$ cat config.mk
export PLATFORM = sky130hd
export DESIGN_NAME = axi_qspi_cmd_queue
export DESIGN_NICKNAME = d
export VERILOG_FILES = /design/src/rtl/axi_qspi_cmd_queue.sv
export SDC_FILE = /design/constraint.sdc
export NUM_CORES = 1
export LEC_CHECK = 0
export ABC_AREA = 1
export BUFFER_PORTS_ARGS = -buffer_cell sky130_fd_sc_hd__buf_4
export CORE_ASPECT_RATIO = 1.1
export CORE_MARGIN = 5
export CORE_UTILIZATION = 50
export CTS_CLUSTER_SIZE = 10
export DETAILED_ROUTE_END_ITERATION = 10
export HOLD_SLACK_MARGIN = 0.08
export PLACE_DENSITY = 0.82
export REMOVE_ABC_BUFFERS = 1
export SLEW_MARGIN = 20
export SYNTH_ARGS = -nofsm -noshare
export SYNTH_HDL_FRONTEND = slang
export SYNTH_SLANG_ARGS = --single-unit
$ cat constraint.sdc
create_clock -name clk -period 6.6 [get_ports clk]
set_input_delay 0.66 -clock clk [delete_from_list [all_inputs] [get_ports clk]]
set_output_delay 0.66 -clock clk [all_outputs]
set_load 0.01 [all_outputs]
$ cat src/rtl/axi_qspi_cmd_queue.sv
// axi_qspi_cmd_queue: register front-end that queues QSPI commands and their results.
// Defining QSPI_TIMEOUT_EN adds a watchdog that aborts a stalled transaction (qspi_abort port).
module axi_qspi_cmd_queue #(
    parameter int DATA_W  = 64,
    parameter int NBANKS  = 4,
    parameter int DEPTH   = 4,
    parameter int ERR_W   = 8,
    parameter int TMO_CYC = 1000
) (
    input  logic                          clk,
    input  logic                          resetn,
    input  logic                          wr_en,
    input  logic [31:0]                   wr_indx,
    input  logic [31:0]                   wr_data,
    output logic [1:0]                    wr_resp,
    output logic                          wr_idle,
    input  logic                          rd_en,
    input  logic [31:0]                   rd_indx,
    output logic [31:0]                   rd_data,
    output logic [1:0]                    rd_resp,
    output logic                          rd_idle,
    output logic [8+NBANKS+32+DATA_W-1:0] qspi_req_out,
    output logic                          qspi_start,
    input  logic                          qspi_done,
    input  logic [DATA_W-1:0]             qspi_rdata,
    input  logic [ERR_W-1:0]              qspi_error
`ifdef QSPI_TIMEOUT_EN
    ,
    output logic                          qspi_abort
`endif
);
    localparam int            AW      = $clog2(DEPTH);
    localparam logic [7:0]    DEPTH_C = 8'(DEPTH);
    localparam logic [AW-1:0] PTR_ONE = AW'(1);
    localparam logic [1:0]    OKAY = 2'd0, SLVERR = 2'd2, DECERR = 2'd3;
    localparam logic [31:0]   REG_CMD = 32'd0, REG_BANKMAP = 32'd1, REG_ADDR = 32'd2,
                              REG_WDATA_H = 32'd3, REG_WDATA_L = 32'd4, REG_START = 32'd5,
                              REG_STATUS = 32'd6, REG_RDATA_H = 32'd7, REG_RDATA_L = 32'd8,
                              REG_ERROR = 32'd9, REG_POP = 32'd10;

    typedef enum logic {IDLE, WAIT} state_t;
    state_t state, state_nxt;

    logic [7:0]        cmd_r;
    logic [NBANKS-1:0] bank_r;
    logic [31:0]       addr_r, wdata_h_r, wdata_l_r;
    logic [DATA_W-1:0] stage_wdata;

    logic [7:0]        cmd_mem  [DEPTH];
    logic [NBANKS-1:0] bank_mem [DEPTH];
    logic [31:0]       addr_mem [DEPTH];
    logic [DATA_W-1:0] wdat_mem [DEPTH];
    logic [DATA_W-1:0] rdat_mem [DEPTH];
    logic [ERR_W-1:0]  err_mem  [DEPTH];

    logic [AW-1:0] cmd_wp, cmd_rp, res_wp, res_rp;
    logic [7:0]    cmd_cnt, res_cnt, pend_cnt;
    logic          cmd_full, cmd_empty, res_empty;
    logic          start_push, res_pop, launch, done_evt, tmo_evt, tmo_hit, cmd_pop, res_push;
    logic [DATA_W-1:0] res_push_data;
    logic [ERR_W-1:0]  res_push_err;
    logic [1:0]    wr_resp_nxt, rd_resp_nxt;
    logic [31:0]   rd_data_nxt, head_hi, head_lo, head_err, status;

    assign wr_idle   = ~wr_en;
    assign rd_idle   = ~rd_en;
    assign cmd_full  = (cmd_cnt == DEPTH_C);
    assign cmd_empty = (cmd_cnt == 8'd0);
    assign res_empty = (res_cnt == 8'd0);
    // The in-flight command stays in the FIFO until done; STATUS reports only those still pending.
    assign pend_cnt  = cmd_cnt - {7'd0, state == WAIT};
    assign status    = {13'd0, res_empty, cmd_full, state == WAIT, res_cnt, pend_cnt};
    assign head_err  = res_empty ? 32'd0 : 32'(err_mem[res_rp]);
    assign qspi_req_out = {cmd_mem[cmd_rp], bank_mem[cmd_rp], addr_mem[cmd_rp], wdat_mem[cmd_rp]};

    if (DATA_W == 64) begin : g_w64
        assign stage_wdata = {wdata_h_r, wdata_l_r};
        assign head_hi     = res_empty ? 32'd0 : rdat_mem[res_rp][63:32];
        assign head_lo     = res_empty ? 32'd0 : rdat_mem[res_rp][31:0];
    end else begin : g_w32
        assign stage_wdata = wdata_l_r;
        assign head_hi     = 32'd0;
        assign head_lo     = res_empty ? 32'd0 : rdat_mem[res_rp];
    end

    always_comb begin
        wr_resp_nxt = OKAY;
        start_push  = 1'b0;
        res_pop     = 1'b0;
        if (wr_en) begin
            case (wr_indx)
                REG_CMD, REG_BANKMAP, REG_ADDR, REG_WDATA_H, REG_WDATA_L: wr_resp_nxt = OKAY;
                REG_START: if (wr_data[0]) begin
                    if (cmd_full) wr_resp_nxt = SLVERR;
                    else          start_push  = 1'b1;
                end
                REG_POP: begin
                    if (res_empty) wr_resp_nxt = SLVERR;
                    else           res_pop     = 1'b1;
                end
                REG_STATUS, REG_RDATA_H, REG_RDATA_L, REG_ERROR: wr_resp_nxt = SLVERR;
                default: wr_resp_nxt = DECERR;
            endcase
        end
    end

    always_comb begin
        rd_data_nxt = 32'd0;
        rd_resp_nxt = OKAY;
        case (rd_indx)
            REG_CMD:            rd_data_nxt = {24'd0, cmd_r};
            REG_BANKMAP:        rd_data_nxt = 32'(bank_r);
            REG_ADDR:           rd_data_nxt = addr_r;
            REG_WDATA_H:        rd_data_nxt = (DATA_W == 64) ? wdata_h_r : 32'd0;
            REG_WDATA_L:        rd_data_nxt = wdata_l_r;
            REG_START, REG_POP: rd_data_nxt = 32'd0;
            REG_STATUS:         rd_data_nxt = status;
            REG_RDATA_H:        rd_data_nxt = head_hi;
            REG_RDATA_L:        rd_data_nxt = head_lo;
            REG_ERROR:          rd_data_nxt = head_err;
            default:            rd_resp_nxt = DECERR;
        endcase
    end

    // Dispatch only when a result slot is guaranteed for the outcome.
    always_comb begin
        state_nxt = state;
        launch    = 1'b0;
        done_evt  = 1'b0;
        tmo_evt   = 1'b0;
        case (state)
            IDLE: if (!cmd_empty && (res_cnt < DEPTH_C)) begin
                state_nxt = WAIT;
                launch    = 1'b1;
            end
            WAIT: if (qspi_done) begin
                done_evt  = 1'b1;
                state_nxt = IDLE;
            end else if (tmo_hit) begin
                tmo_evt   = 1'b1;
                state_nxt = IDLE;
            end
            default: state_nxt = IDLE;
        endcase
    end

    assign cmd_pop       = done_evt | tmo_evt;
    assign res_push      = cmd_pop;
    assign res_push_data = done_evt ? qspi_rdata : '0;
    assign res_push_err  = done_evt ? qspi_error : '1;

    always_ff @(posedge clk) begin
        if (!resetn) begin
            state      <= IDLE;
            qspi_start <= 1'b0;
            cmd_wp     <= '0;
            cmd_rp     <= '0;
            res_wp     <= '0;
            res_rp     <= '0;
            cmd_cnt    <= 8'd0;
            res_cnt    <= 8'd0;
            wr_resp    <= OKAY;
            rd_resp    <= OKAY;
            rd_data    <= 32'd0;
            cmd_r      <= 8'd0;
            bank_r     <= '0;
            addr_r     <= 32'd0;
            wdata_h_r  <= 32'd0;
            wdata_l_r  <= 32'd0;
        end else begin
            state      <= state_nxt;
            qspi_start <= launch;
            if (start_push) cmd_wp <= cmd_wp + PTR_ONE;
            if (cmd_pop)    cmd_rp <= cmd_rp + PTR_ONE;
            if (res_push)   res_wp <= res_wp + PTR_ONE;
            if (res_pop)    res_rp <= res_rp + PTR_ONE;
            cmd_cnt <= cmd_cnt + {7'd0, start_push} - {7'd0, cmd_pop};
            res_cnt <= res_cnt + {7'd0, res_push} - {7'd0, res_pop};
            if (wr_en) begin
                wr_resp <= wr_resp_nxt;
                case (wr_indx)
                    REG_CMD:     cmd_r     <= wr_data[7:0];
                    REG_BANKMAP: bank_r    <= wr_data[NBANKS-1:0];
                    REG_ADDR:    addr_r    <= wr_data;
                    REG_WDATA_H: if (DATA_W == 64) wdata_h_r <= wr_data;
                    REG_WDATA_L: wdata_l_r <= wr_data;
                    default: ;
                endcase
            end
            if (rd_en) begin
                rd_data <= rd_data_nxt;
                rd_resp <= rd_resp_nxt;
            end
        end
    end

    always_ff @(posedge clk) begin
        if (start_push) begin
            cmd_mem[cmd_wp]  <= cmd_r;
            bank_mem[cmd_wp] <= bank_r;
            addr_mem[cmd_wp] <= addr_r;
            wdat_mem[cmd_wp] <= stage_wdata;
        end
        if (res_push) begin
            rdat_mem[res_wp] <= res_push_data;
            err_mem[res_wp]  <= res_push_err;
        end
    end

`ifdef QSPI_TIMEOUT_EN
    localparam int TW = $clog2(TMO_CYC + 1);
    logic [TW-1:0] tmo_cnt;

    // Counter is 0 in the first WAIT cycle, so the abort lands TMO_CYC cycles after qspi_start.
    assign tmo_hit = (tmo_cnt == TW'(TMO_CYC - 1));

    always_ff @(posedge clk) begin
        if (!resetn) begin
            tmo_cnt    <= '0;
            qspi_abort <= 1'b0;
        end else begin
            qspi_abort <= tmo_evt;
            if (state != WAIT) tmo_cnt <= '0;
            else               tmo_cnt <= tmo_cnt + TW'(1);
        end
    end
`else
    localparam int unused_tmo_cyc = TMO_CYC;
    assign tmo_hit = 1'b0;
`endif

endmodule

=== Yosys cells after proc, flatten, opt, wreduce, memory -nomap -nowiden ===
Memory sizes are Yosys's and may differ from the RTL's. A register that Yosys moved wholly into a read port is not among the register bits.
Index checks and enable logic that the tools add are counted.

* Word-level logic and storage cells: 111
* Memories kept: 6
* Bits in writable memories: 720
* Latch bits: 0
* Register bits: 170
* ROM bits: 0

* Multipliers: 0
* Divide/modulo/power cells: 0
* Reduce and logical (&&, ||, !) cells: 15
* Equality and inequality tests: 21
* Multiplexer cells: 39
* Order comparisons: 1
* Shift operators: 0
* Bitwise logic cells: 4
* $add $sub $neg: 9

{| class="wikitable"
|+ Memories
! memory !! words !! width !! rd ports !! clocked after memory_dff !! wr ports !! line !! source
|-
| rdat_mem || 4 || 64 || 1 || 1 || 1 || 53 || <nowiki>logic [DATA_W-1:0] rdat_mem [DEPTH];</nowiki>
|-
| wdat_mem || 4 || 64 || 1 || 1 || 1 || 52 || <nowiki>logic [DATA_W-1:0] wdat_mem [DEPTH];</nowiki>
|-
| addr_mem || 4 || 32 || 1 || 1 || 1 || 51 || <nowiki>logic [31:0] addr_mem [DEPTH];</nowiki>
|-
| cmd_mem || 4 || 8 || 1 || 1 || 1 || 49 || <nowiki>logic [7:0] cmd_mem [DEPTH];</nowiki>
|-
| err_mem || 4 || 8 || 1 || 1 || 1 || 54 || <nowiki>logic [ERR_W-1:0] err_mem [DEPTH];</nowiki>
|-
| bank_mem || 4 || 4 || 1 || 1 || 1 || 50 || <nowiki>logic [NBANKS-1:0] bank_mem [DEPTH];</nowiki>
|}

{| class="wikitable"
|+ Operators by type and width
! cell !! count
|-
| $pmux W32 S9 || 1
|-
| $eq A32 B3 Y1 const B || 8
|-
| $eq A32 B4 Y1 const B || 6
|-
| $eq A32 B2 Y1 const B || 4
|-
| $eq A32 B1 Y1 const B || 2
|-
| $logic_not A32 Y1 || 2
|-
| $mux W32 || 2
|-
| $mux W64 || 1
|-
| $mux W2 || 16
|-
| $sub A8 B1 Y8 || 3
|-
| $add A8 B1 Y8 || 2
|-
| $logic_not A8 Y1 || 2
|-
| $mux W8 || 2
|-
| $mux W1 || 15
|-
| $reduce_or A11 Y1 || 1
|-
| $reduce_and A2 Y1 || 5
|-
| $add A2 B1 Y2 const B || 4
|-
| $eq A8 B3 Y1 const B || 1
|-
| $lt A8 B3 Y1 const B || 1
|-
| $pmux W2 S4 || 1
|-
| $reduce_or A5 Y1 || 1
|-
| $not A1 Y1 || 4
|-
| $reduce_or A4 Y1 || 1
|-
| $pmux W1 S2 || 1
|-
| other kinds (3) || 3
|}

=== Logic depth before layout (Yosys ltp) ===
* Word-level depth: 7
* Mapped depth: 18
* Depth with buffers taken out: 18

=== Worst setup path after synthesis ===
No wires, ideal clock.

* Kind: input to register
* Start: input wr_indx[17]
* End: memory addr_mem[0][0] (enable)
* Setup slack: 0.042 ns
* Stages: 7
* Arrival: 5.981 ns
* Required time: 6.024 ns
* Buffers on the path: 0
* Setup time: 0.576 ns
* Cell sequence: nor2_1 > nand2_1 > nor2_1 > nand4_1 > nor2_4 > nand4_2 > nor2_1

* Cells in the longest elaborated chain, start to end: 5

{| class="wikitable"
|+ RTL lines
! element !! line !! source
|-
| from (decl) || 13 || <nowiki>input logic [31:0] wr_indx,</nowiki>
|-
| $eq A32 B3 Y1 || 91 || <nowiki>case (wr_indx)</nowiki>
|-
| $mux W1 || 91 ||
|-
| $mux W1 || 90 || <nowiki>if (wr_en) begin</nowiki>
|-
| $mux W1 || 198 || <nowiki>if (start_push) begin</nowiki>
|-
| $mux W1 (implied by the code) || 201 || <nowiki>addr_mem[cmd_wp] <= addr_r;</nowiki>
|-
| to (decl) || 51 ||
|}

Every way passes these cells.

==> flow_metrics.py <==
metrics = {
    "run_status": {
        "status": "finished, final reports clean",
    },
    "clocking": {
        "cts_tree": "yes",
        "numCtsBuffers": 99,
        "clockBufferDepth": 3,
        "clockRootBuffer": "clkbuf_16",
        "cts.reportedPaths.clkPinSlew_ns": 0.06,
        "cts.sinks": 893,
        "cts_resized": 0,
        "cts_setup_buffers": 0,
        "htree_num_levels": 3,
        "cts_hold_buf": 0,
        "clk_latency_ns": 0.67,
    },
    "yosys": {
        "async_reset_ff_share_pct": 0,
        "synth-adder-area-share_pct": 1.40,
        "synth_top_family_by_area": "simple AND/OR/NAND/NOR gates",
        "synth_xor_area_share_pct": 0.143,
        "ys_seq_area_share_pct": 68.2,
        "synth.top_cell.area_share_pct": 58.8,
        "ys_types": 50,
        "yosys_warnings": 0,
        "ys.flop_type": "edfxtp_1",
        "synth_cells": 3386,
        "postSynthAreaPerCell_sq_um": 10.9,
        "synth_mux_area_share_pct": 0,
        "yosysTopAreaCell": "edfxtp_1",
        "synth-simple-area-share_pct": 14.3,
        "synth_area_sq_um": 36800,
        "synth-seq-cells": 893,
        "synth-compound-area-share_pct": 11.2,
        "synth_enable_flop_cells": 720,
        "netlist_top_cells_area": "edfxtp_1 (59%), dfxtp_1 (9.4%), nor2_1 (6.5%)",
    },
    "worst_hold_path": {
        "min_path_cells": 3,
        "hp-class": "in2reg",
    },
    "floorplanning": {
        "core_sq_um": 73100,
        "rows": 104,
        "ios": 320,
        "die_x_um": 269,
        "die_h_um": 295,
        "die_area_sq_um": 79100,
        "initial_core_util_pct": 50.3,
    },
    "setup_path": {
        "worstSetupStartpointType": "flop",
        "reg2reg_depth": 18,
        "worst-endpoint-arrival_ns": 3.47,
        "path_max_fanout": 55,
        "critPathKind": "reg2out",
        "critPathCaptureType": "output port",
        "worstPathRequired_ns": 5.94,
    },
    "job": {
        "cap_violations": 0,
    },
    "grt": {
        "grt_max_degree": 148,
        "grt_pass1_wl_um": 145000,
        "gr-usage-all-layers_pct": 23.6,
        "grt-ovfl-total": 0,
        "grt_antenna_before_repair": 10,
        "grt_pass1_vias": 25384,
    },
    "power_and_ir_drop": {
        "p_total_mw": 13.3,
        "power_density_nw_per_um2": 311,
        "p_leak_nw": 16.5,
        "irDropWorstVdd_mv": 0.202,
    },
    "timing": {
        "report.final.slew_viol_count": 0,
        "finClkSkew_ns": 0.0278,
        "slew_headroom_pct": 24.6,
        "tightestPinTransition_ns": 1.13,
        "setup_viol": 0,
        "fin_crit_sh_pct": 62.6,
        "finalCriticalPeriod_ns": 4.13,
        "rsz0062_at_grt": "no",
        "max_freq_ghz": 0.242,
        "hold_viol_final": 0,
        "hold_ws_ns": 0.271,
    },
    "cells_and_area": {
        "drive_above_1_share_pct": 14.2,
        "multiInputGateArea_sq_um": 10000,
        "layout_common_cells": "edfxtp_1 (720), nor2_1 (631), o21ai_0 (401), nand2_1 (374), buf_4 (348)",
        "n_fill_cell": 5678,
        "mostFrequentLayoutCell": "edfxtp_1",
        "seq_area_sq_um": 25100,
        "nNetsFinal": 3849,
        "area_delta_synth_final_pct": 16.1,
    },
    "route": {
        "ant_nets": 0,
        "firstDrtPassIters": 7,
        "wirelength_um": 96700,
        "wl_per_cell_um": 20.6,
        "drt-initial-drc-count": 3184,
        "num_vias": 26514,
        "via_per_inst": 5.66,
        "drc": 0,
    },
    "place": {
        "io_buffers": 319,
        "dpl.hpwl_um": 58500,
        "place_congestion": 0.845,
    },
}
[power breakdown]
part	leakage, nW	internal, mW	switching, mW	total (mW)
clock	1.38	2.86	2.12	4.98
sequential	8.64	6.25	0.0810	6.33
combinational	6.50	0.675	1.32	2.00
total	16.5	9.78	3.52	13.3
[synthesized netlist by cell type, types with 37 or more instances]
cell	number
clkbuf_1	130
inv_1	218
dfxtp_1	173
o21ai_0	401
a21oi_1	130
nor3_1	37
nand3_1	111
o21ai_1	50
buf_2	45
nor2_1	640
ha_1	38
o22ai_1	156
edfxtp_1	720
nand2_1	375
[registers in the layout, summed over array words and instances, names as in the netlist, named ones only]
register and cells:
err_mem 32, cmd_mem 32, bank_r 4, wdata_h_r 32
cmd_cnt 8, wdat_mem 256, bank_mem 16, res_cnt 8
addr_mem 128, addr_r 32, wr_resp 2, rd_resp 1
wdata_l_r 32, qspi_start 1, rd_data 32, res_rp 2
cmd_wp 2, cmd_rp 2, cmd_r 8, res_wp 2
state 1, rdat_mem 256
[metrics by stage]
step	setup TNS, ns	setup slack (ns)	instances	utilization (%)	cell area, sq um
after floorplan	-267.66	-2.48	3187	-	35900
after global placement	0	2.65	4489	54.4	39800
after detailed placement	0	2.58	4489	54.4	39800
after CTS	0	2.41	4677	58.4	42700
after global routing	0	2.34	4682	58.4	42700
final	0	2.47	4683	58.4	42700
[layer usage]
metal	vias to the layer above	GRT usage [%]	wire [um]
met5	-	0	51
met4	8	11.0	4700
met3	280	5.10	9870
met2	1397	38.6	46600
met1	12465	30.3	35500
li1	12364	-	-
[final timing paths]
kind	startpoint	end	slack [ns]
worst max-delay path	flop	qspi_req_out[9]	2.47
worst min register to register	rd_data[28]	rd_data[28]	0.46
worst min-delay path	wr_data[29]	addr_r[29]	0.27
worst max register to register	cmd_cnt[3]	cmd_cnt[6]	3.01
[final cells by class]
class                      instances  area share [%]
multi-input combinational       2062            23.4
clock inverter                     7           0.281
sequential                       893            58.7
inverter                         232            2.06
antenna                            6          0.0351
timing repair buffer             348            6.11
clock buffer                     181            6.57
tap                              954            2.79
[cell families after synthesis]
| group | Yosys count |
|---|---|
| and+or+nand+nor | 1250 |
| buffers and inverters | 431 |
| xor gates and xnor gates | 6 |
| DFF | 893 |
| adders and majority gates | 40 |
| AOI/OAI and AO/OA | 766 |
[worst max-delay path, stage by stage (launching register included)]
cell,delay [ns]
dfxtp_4,0.63
clkinv_2,0.88
buf_4,0.64
o21ai_0,0.16
o22ai_1,0.21
buf_4,0.21
Power figures use the tool's default switching activity.
